==> src/rtl/sweep_pkg.sv <==
// rtl/sweep_pkg.sv - shared types and constants for the counter sweep sequencer
package sweep_pkg;

  localparam int WIDTH  = 8;
  localparam int PASS_W = 4;

  localparam logic DIR_UP   = 1'b1;
  localparam logic DIR_DOWN = 1'b0;

  typedef enum logic [1:0] {
    IDLE = 2'd0,
    LOAD = 2'd1,
    RUN  = 2'd2,
    DONE = 2'd3
  } state_t;

endpackage

==> src/rtl/sweep_counter_core.sv <==
// rtl/sweep_counter_core.sv - loadable up/down counter stepped by the sweep controller
module sweep_counter_core #(
  parameter int WIDTH = sweep_pkg::WIDTH
) (
  input  logic             clk,
  input  logic             reset,
  input  logic             load,
  input  logic             en,
  input  logic             up_down,
  input  logic [WIDTH-1:0] data,
  output logic [WIDTH-1:0] count
);
  import sweep_pkg::*;

  always_ff @(posedge clk) begin
    if (reset) begin
      count <= '0;
    end else if (load) begin
      count <= data;
    end else if (en) begin
      count <= (up_down == DIR_UP) ? count + 1'b1 : count - 1'b1;
    end
  end

endmodule

==> src/rtl/counter_sweep_ctrl.sv <==
// rtl/counter_sweep_ctrl.sv - sweep command sequencer: captures endpoints, bounces the counter, reports done/abort
module counter_sweep_ctrl #(
  parameter int WIDTH  = sweep_pkg::WIDTH,
  parameter int PASS_W = sweep_pkg::PASS_W
) (
  input  logic              clk,
  input  logic              reset,
  input  logic              start,
  input  logic [WIDTH-1:0]  start_val,
  input  logic [WIDTH-1:0]  end_val,
  input  logic [PASS_W-1:0] passes,
  input  logic              pause,
  input  logic              abort,
  output logic [WIDTH-1:0]  count,
  output logic              dir,
  output logic              busy,
  output logic              done,
  output logic              aborted
);
  import sweep_pkg::*;

  state_t            state, state_nxt;
  logic [WIDTH-1:0]  start_q, end_q, target;
  logic [PASS_W-1:0] pass_cnt;
  logic              dir_q, aborted_q;
  logic              at_target;
  logic              capture, core_load, core_en, core_up, turnaround, abort_hit;

  assign at_target = (count == target);
  assign core_up   = (target > count) ? DIR_UP : DIR_DOWN;

  always_comb begin
    state_nxt  = state;
    capture    = 1'b0;
    core_load  = 1'b0;
    core_en    = 1'b0;
    turnaround = 1'b0;
    abort_hit  = 1'b0;
    case (state)
      IDLE: begin
        if (start) begin
          capture   = 1'b1;
          state_nxt = LOAD;
        end
      end
      LOAD: begin
        if (abort) begin
          abort_hit = 1'b1;
          state_nxt = IDLE;
        end else begin
          core_load = 1'b1;
          state_nxt = RUN;
        end
      end
      RUN: begin
        // abort wins over stepping so the count freezes where it was cancelled
        if (abort) begin
          abort_hit = 1'b1;
          state_nxt = IDLE;
        end else if (!pause) begin
          if (!at_target) begin
            core_en = 1'b1;
          end else if (pass_cnt != '0) begin
            turnaround = 1'b1;
          end else begin
            state_nxt = DONE;
          end
        end
      end
      DONE: begin
        state_nxt = IDLE;
      end
      default: begin
        state_nxt = IDLE;
      end
    endcase
  end

  always_ff @(posedge clk) begin
    if (reset) begin
      state <= IDLE;
    end else begin
      state <= state_nxt;
    end
  end

  always_ff @(posedge clk) begin
    if (reset) begin
      start_q   <= '0;
      end_q     <= '0;
      target    <= '0;
      pass_cnt  <= '0;
      dir_q     <= DIR_UP;
      aborted_q <= 1'b0;
    end else begin
      aborted_q <= abort_hit;
      if (capture) begin
        start_q  <= start_val;
        end_q    <= end_val;
        target   <= end_val;
        pass_cnt <= passes;
      end
      if (core_load) begin
        dir_q <= (end_q > start_q) ? DIR_UP : DIR_DOWN;
      end
      if (core_en) begin
        dir_q <= core_up;
      end
      if (turnaround) begin
        target   <= (target == end_q) ? start_q : end_q;
        pass_cnt <= pass_cnt - 1'b1;
        dir_q    <= ~dir_q;
      end
    end
  end

  sweep_counter_core #(
    .WIDTH(WIDTH)
  ) u_core (
    .clk    (clk),
    .reset  (reset),
    .load   (core_load),
    .en     (core_en),
    .up_down(core_up),
    .data   (start_q),
    .count  (count)
  );

  assign dir     = dir_q;
  assign busy    = (state != IDLE);
  assign done    = (state == DONE);
  assign aborted = aborted_q;

endmodule

==> config.mk <==
export PLATFORM = sky130hd
export DESIGN_NAME = counter_sweep_ctrl
export DESIGN_NICKNAME = d
export VERILOG_FILES = /design/src/rtl/sweep_pkg.sv /design/src/rtl/sweep_counter_core.sv /design/src/rtl/counter_sweep_ctrl.sv
export SDC_FILE = /design/constraint.sdc
export NUM_CORES = 1
export LEC_CHECK = 0
export ABC_AREA = 1
export CAP_MARGIN = 20
export CORE_ASPECT_RATIO = 0.5
export CORE_UTILIZATION = 35
export CTS_BUF_LIST = sky130_fd_sc_hd__clkbuf_16
export DETAILED_ROUTE_END_ITERATION = 6
export DONT_BUFFER_PORTS = 1
export HOLD_SLACK_MARGIN = 0.06
export SLEW_MARGIN = 25
export SYNTH_ARGS = -nofsm -noshare
export SYNTH_HDL_FRONTEND = slang
export SYNTH_SLANG_ARGS = --single-unit
==> constraint.sdc <==
create_clock -name clk -period 3.12 [get_ports clk]
set_input_delay 0.156 -clock clk [delete_from_list [all_inputs] [get_ports clk]]
set_output_delay 0.156 -clock clk [all_outputs]
set_load 0.005 [all_outputs]
* Yosys cells after proc, flatten, opt, wreduce, memory -nomap -nowiden
Index checks and enable logic that the tools add are counted.
** Word-level totals
- Register bits :: 40
- Input port bits :: 25
- Output and inout port bits :: 12
- Word-level logic and storage cells :: 67
** Operators by class
- Add/sub/neg operators :: 3
- Magnitude comparators :: 2
- Eq/ne operators :: 9
- Multiplexer cells :: 34
- Bitwise logic cells :: 2
- Reduce and logical (&&, ||, !) cells :: 9
** Operators with widths (number)
- $mux 8 :: 6
- $mux 1 :: 19
- $eq 8x8->1 :: 2
- $gt 8x8->1 :: 2
- $mux 2 :: 6
- $ne 3x3->1 const B :: 3
- $add 8x1->8 const B :: 1
- $mux 4 :: 2
- $pmux 2 s4 :: 1
- $sub 8x1->8 const B :: 1
- $reduce_bool 2->1 :: 3
- $eq 2x2->1 const B :: 2
- $reduce_and 4->1 :: 1
- $reduce_bool 4->1 :: 1
- $reduce_or 2->1 :: 2
- $sub 4x1->4 const B :: 1
- $reduce_bool 3->1 :: 1
- $eq 2x1->1 const B :: 1
- $logic_not 2->1 :: 1
- $ne 2x2->1 const B :: 1
- $not 1->1 :: 2

* Depth between registers and ports, before layout
- Depth in word-level cells :: 7
- Depth in mapped cells :: 19
- Depth with buffers taken out :: 19

* Hierarchy
A second synthesis with hierarchy kept.
** Unflattened totals
- Cells, all modules :: 402
- Area, all modules :: 2758.9 µm²
** By module, submodules not included
- counter_sweep_ctrl :: times used 1, cells an instance 302, area an instance 2082.0 µm², seq. area each 640.6 µm²
- sweep_counter_core :: times used 1, cells an instance 100, area an instance 676.9 µm², seq. area each 160.2 µm²

* Least setup slack after synthesis
Ideal clock, no wire load.
- Kind :: reg-to-reg
- From :: register u_core.count[1]
- To :: register u_core.count[6]
- Setup time :: 0.134 ns
- Arrival :: 2.410 ns
- Data required time :: 2.986 ns
- Setup slack :: 0.577 ns
- Stages on the path, launching flop included :: 19
- Buffers on the path :: 0
- Clock period less this slack :: 2.543 ns
- Path through :: dfxtp_1 inv_1 ha_1 nand2_1 nand2_1 nand2_1 nand2_1 nand2_1 nand2_1 nand2_1 ha_1 nand3_1 nand3_1 nand2_1 nand2_1 a21oi_1 or2_2 nand3_1 a21oi_1
** Between the ends
- Cells in the longest elaborated chain, start to end :: 6
- Elaborated cells on any way between the ends :: 13
- Classes of those cells :: add/sub (2); order compare (1); eq/ne (1); mux (8); reduce/logical (1)
** Ends and longest elaborated chain
- start: declaration :: RTL line sweep_counter_core.sv:11 : output logic [WIDTH-1:0] count
- start signal: assignment :: RTL line sweep_counter_core.sv:19 : count <= data;
- start signal: assignment :: RTL line sweep_counter_core.sv:21 : count <= (up_down == DIR_UP) ? count + 1'b1 : count - 1'b1;
- branches (longest 6 deep; another with $gt 8x8->1)
Several ways; the timed one is not identified. The select of a mux whose other input is x is not followed.
A chain may end at the register's enable or synchronous reset.

* Worst setup path after layout
- From :: register u_core.count[7]
- To :: register u_core.count[6]
Same word-level chain as after synthesis.

==> results.json <==
{
  "first_pass_iters": 6,
  "slowest_stage": "dfxtp_1",
  "rsz0062_at_grt": "false",
  "antenna_left": 0,
  "peakVddDrop_v": 0.000260,
  "synth_common_cells": "96 x nand2_1, 42 x inv_1, 40 x dfxtp_1",
  "cp_num_buf_inv": 1,
  "synth_fp_nets": 424,
  "synth_ff_type": "dfxtp_1",
  "clk_pin_slew_ns": 0.06,
  "slew-limit-headroom_pct": 60.5,
  "port_buffers": 0,
  "route.detailed.drc": 0,
  "power.switching_w": 0.00111,
  "synth_top_area_share_pct": 30.2,
  "drt_wl_total_um": 6630,
  "critPathTopFamily": "simple AND/OR/NAND/NOR gates",
  "leakagePower_nw": 1.35,
  "antenna_cells": 0,
  "hp-class": "input port to register",
  "synth.cell_area_mm2": 0.00265,
  "tightest_slew_ns": 0.592,
  "area_delta_synth_final_pct": 14.8,
  "netSwitchingFraction_pct": 43.2,
  "skew_ns": 0.00566,
  "dpl.cell_count": 455,
  "grt_max_degree": 31,
  "design.core.area_mm2": 0.00699,
  "nFillCells": 737,
  "period_minus_slack_ns": 2.72,
  "power_frac_comb_pct": 49.6,
  "worstSetupStartpointType": "register",
  "globalRoute.totalOverflow": 0,
  "die_h_um": 63.5,
  "netlist_instances": 369,
  "finalSetupViolCount": 0,
  "max_freq_mhz": 368,
  "synth_compound_area_share_pct": 18.6,
  "cts-root-buf": "clkbuf_16",
  "critical_path_class": "register to register",
  "yosysSeqAreaShare_pct": 30.2,
  "cap_violations": 0,
  "drt_iter0_drc": 176,
  "finalHoldViolations": 0,
  "synth_edf_count": 0,
  "final_cells": 475,
  "crit_chain": "inv_1 -> ha_1 -> nand2_2 -> nor2_4 -> nand2_1 -> nand2_1 -> nand2_4 -> fa_1 -> nand3_1 -> nand3_1 -> nand2_1 -> nand2_1 -> a21oi_1 -> or2_2 -> nand3_1 -> a21oi_1",
  "antenna_found_initial": 0,
  "grt_pass1_wl_um": 11300,
  "worstPathMaxFanout": 10,
  "place_hpwl_um": 4970,
  "syn_area_per_cell_um2": 7.18,
  "crit_arrival_ns": 2.94,
  "slew_violations": 0,
  "fin_setup_tns_ns": 0,
  "status": "completed",
  "endpoint_kind": "register",
  "post-synth-top-count-cell": "nand2_1",
  "cts_buffers": 5,
  "cts_tree": "built",
  "synth-simple-area-share_pct": 24.2,
  "yosys-top-cells-area": "dfxtp_1 30%, ha_1 14%, nand2_1 14%",
  "yosysWarningCount": 0,
  "synth_cell_type_count": 34,
  "grt_use_total_pct": 18.3,
  "cts-htree-levels": 2,
  "grt_pass1_vias": 2255,
  "postCtsSetupBuffers": 0,
  "synth_mux_area_share_pct": 0,
  "slowest_delay_ns": 0.43,
  "die-area_mm2": 0.00794,
  "power_w": 0.00256,
  "wl_per_cell_um": 14.0,
  "core.rowCount": 21,
  "die_w_um": 125,
  "routed_via_density": 4.96,
  "p_per_area_mw_per_mm2": 841,
  "finalWeightedCongestion": 0.804,
  "synth_top_family_by_area": "simple AND/OR/NAND/NOR gates",
  "cts_max_path_buffers": 2,
  "period_share_pct": 87.2,
  "io_pins": 37,
  "pwr-share-seq_pct": 27.3,
  "clkPwrFrac_pct": 23.1,
  "synthArstFlopShare_pct": 0,
  "start_util_pct": 37.9,
  "clkLatencyLatePin_ns": 0.29,
  "layout-drive-gt1-share_pct": 9.66,
  "worstPathRequired_ns": 3.34,
  "internal_power_w": 0.00145,
  "cpMostUsedCell": "nand2_1",
  "fin_nets": 437,
  "cts.sinks": 40,
  "vias": 2354,
  "synth_xor_area_share_pct": 3.97,
  "synth_area_leader_cell": "dfxtp_1",
  "synthAdderAreaFrac_pct": 14.4,
  "synth_seq_cells": 40
}
## cell type report
cell class / instances / area, um^2 / area share (%)
Multi-Input combinational cell: 273 / 1630 / 53.5
Clock buffer: 5 / 125 / 4.11
Clock inverter: 3 / 42.5 / 1.40
Tap cell: 92 / 115 / 3.78
Inverter: 47 / 178 / 5.84
Timing Repair Buffer: 15 / 153 / 5.02
Sequential cell: 40 / 801 / 26.3
## power by group through the flow
stage / clock network, W / registers (W) / logic [W]
after global placement: 0 / 0.000707 / 0.00122
after detailed placement: 0 / 0.000709 / 0.00122
after CTS: 0.000605 / 0.000698 / 0.00125
after floorplan: 0 / 0.000686 / 0.000996
after global routing: 0.000630 / 0.000713 / 0.00148
final: 0.000592 / 0.000698 / 0.00127
## placed cells by master (no fill, tap or decap), drive strengths merged
cell / count
a211oi: 1
a21boi: 1
a21o: 1
a21oi: 40
a31oi: 9
buf: 4
bufinv: 1
clkbuf: 5
clkinv: 3
dfxtp: 40
dlygate4sd3: 11
fa: 1
ha: 29
inv: 46
nand2: 101
nand3: 18
nand4: 3
nor2: 21
nor3: 1
o211ai: 5
o21ai: 24
o22ai: 5
or2: 1
xnor2: 10
xor2: 2
## worst paths after layout
check                       start               to  slack (ns)  depth (start not counted)
hold reg to reg       pass_cnt[0]      pass_cnt[0]        0.43                          1
setup reg to reg  u_core.count[7]  u_core.count[6]        0.40                         16
setup / recovery  u_core.count[7]  u_core.count[6]        0.40                         16
hold / removal       start_val[5]       start_q[5]        0.06                          2
## flip-flops by register name, summed over array words and instances, names as in the netlist
register / count
u_core.count: 8
end_q: 8
target: 8
dir: 1
aborted: 1
start_q: 8
pass_cnt: 4
state: 2
## metal layers
metal / vias up / wire [um] / track usage, %
li1: 1247 / - / -
met1: 1052 / 3430 / 25.8
met2: 50 / 2590 / 25.4
met3: 5 / 543 / 6.88
met4: 0 / 60 / 5.49
met5: - / 0 / 0
## repair_timing
item	4_1_cts	5_1_grt
hold buffers	12	0
endpoints found under the setup margin	0	2
hold endpoints to repair	31	0
resized for setup	0	2
## per-stage QoR
stage               hold slack, ns  setup WS, ns  area, um^2  util (%)
global placement             0.227         0.315        2740      39.2
finish                      0.0639         0.399        3040      43.5
floorplan                    0.276         0.577        2650         -
CTS                         0.0620         0.238        3030      43.4
detailed placement           0.227         0.250        2740      39.2
global route                0.0909       0.00797        3040      43.5
## kinds of logic (layout without fill, tap and decap cells)
family	after synthesis	in the layout
AND/OR/NAND/NOR	145	145
AO/OA/AOI/OAI	86	86
buffers and inverters	56	70
flip-flops	40	40
adder cells (fa/ha/maj)	30	30
XOR/XNOR	12	12
(Power assumes the default switching activity.)
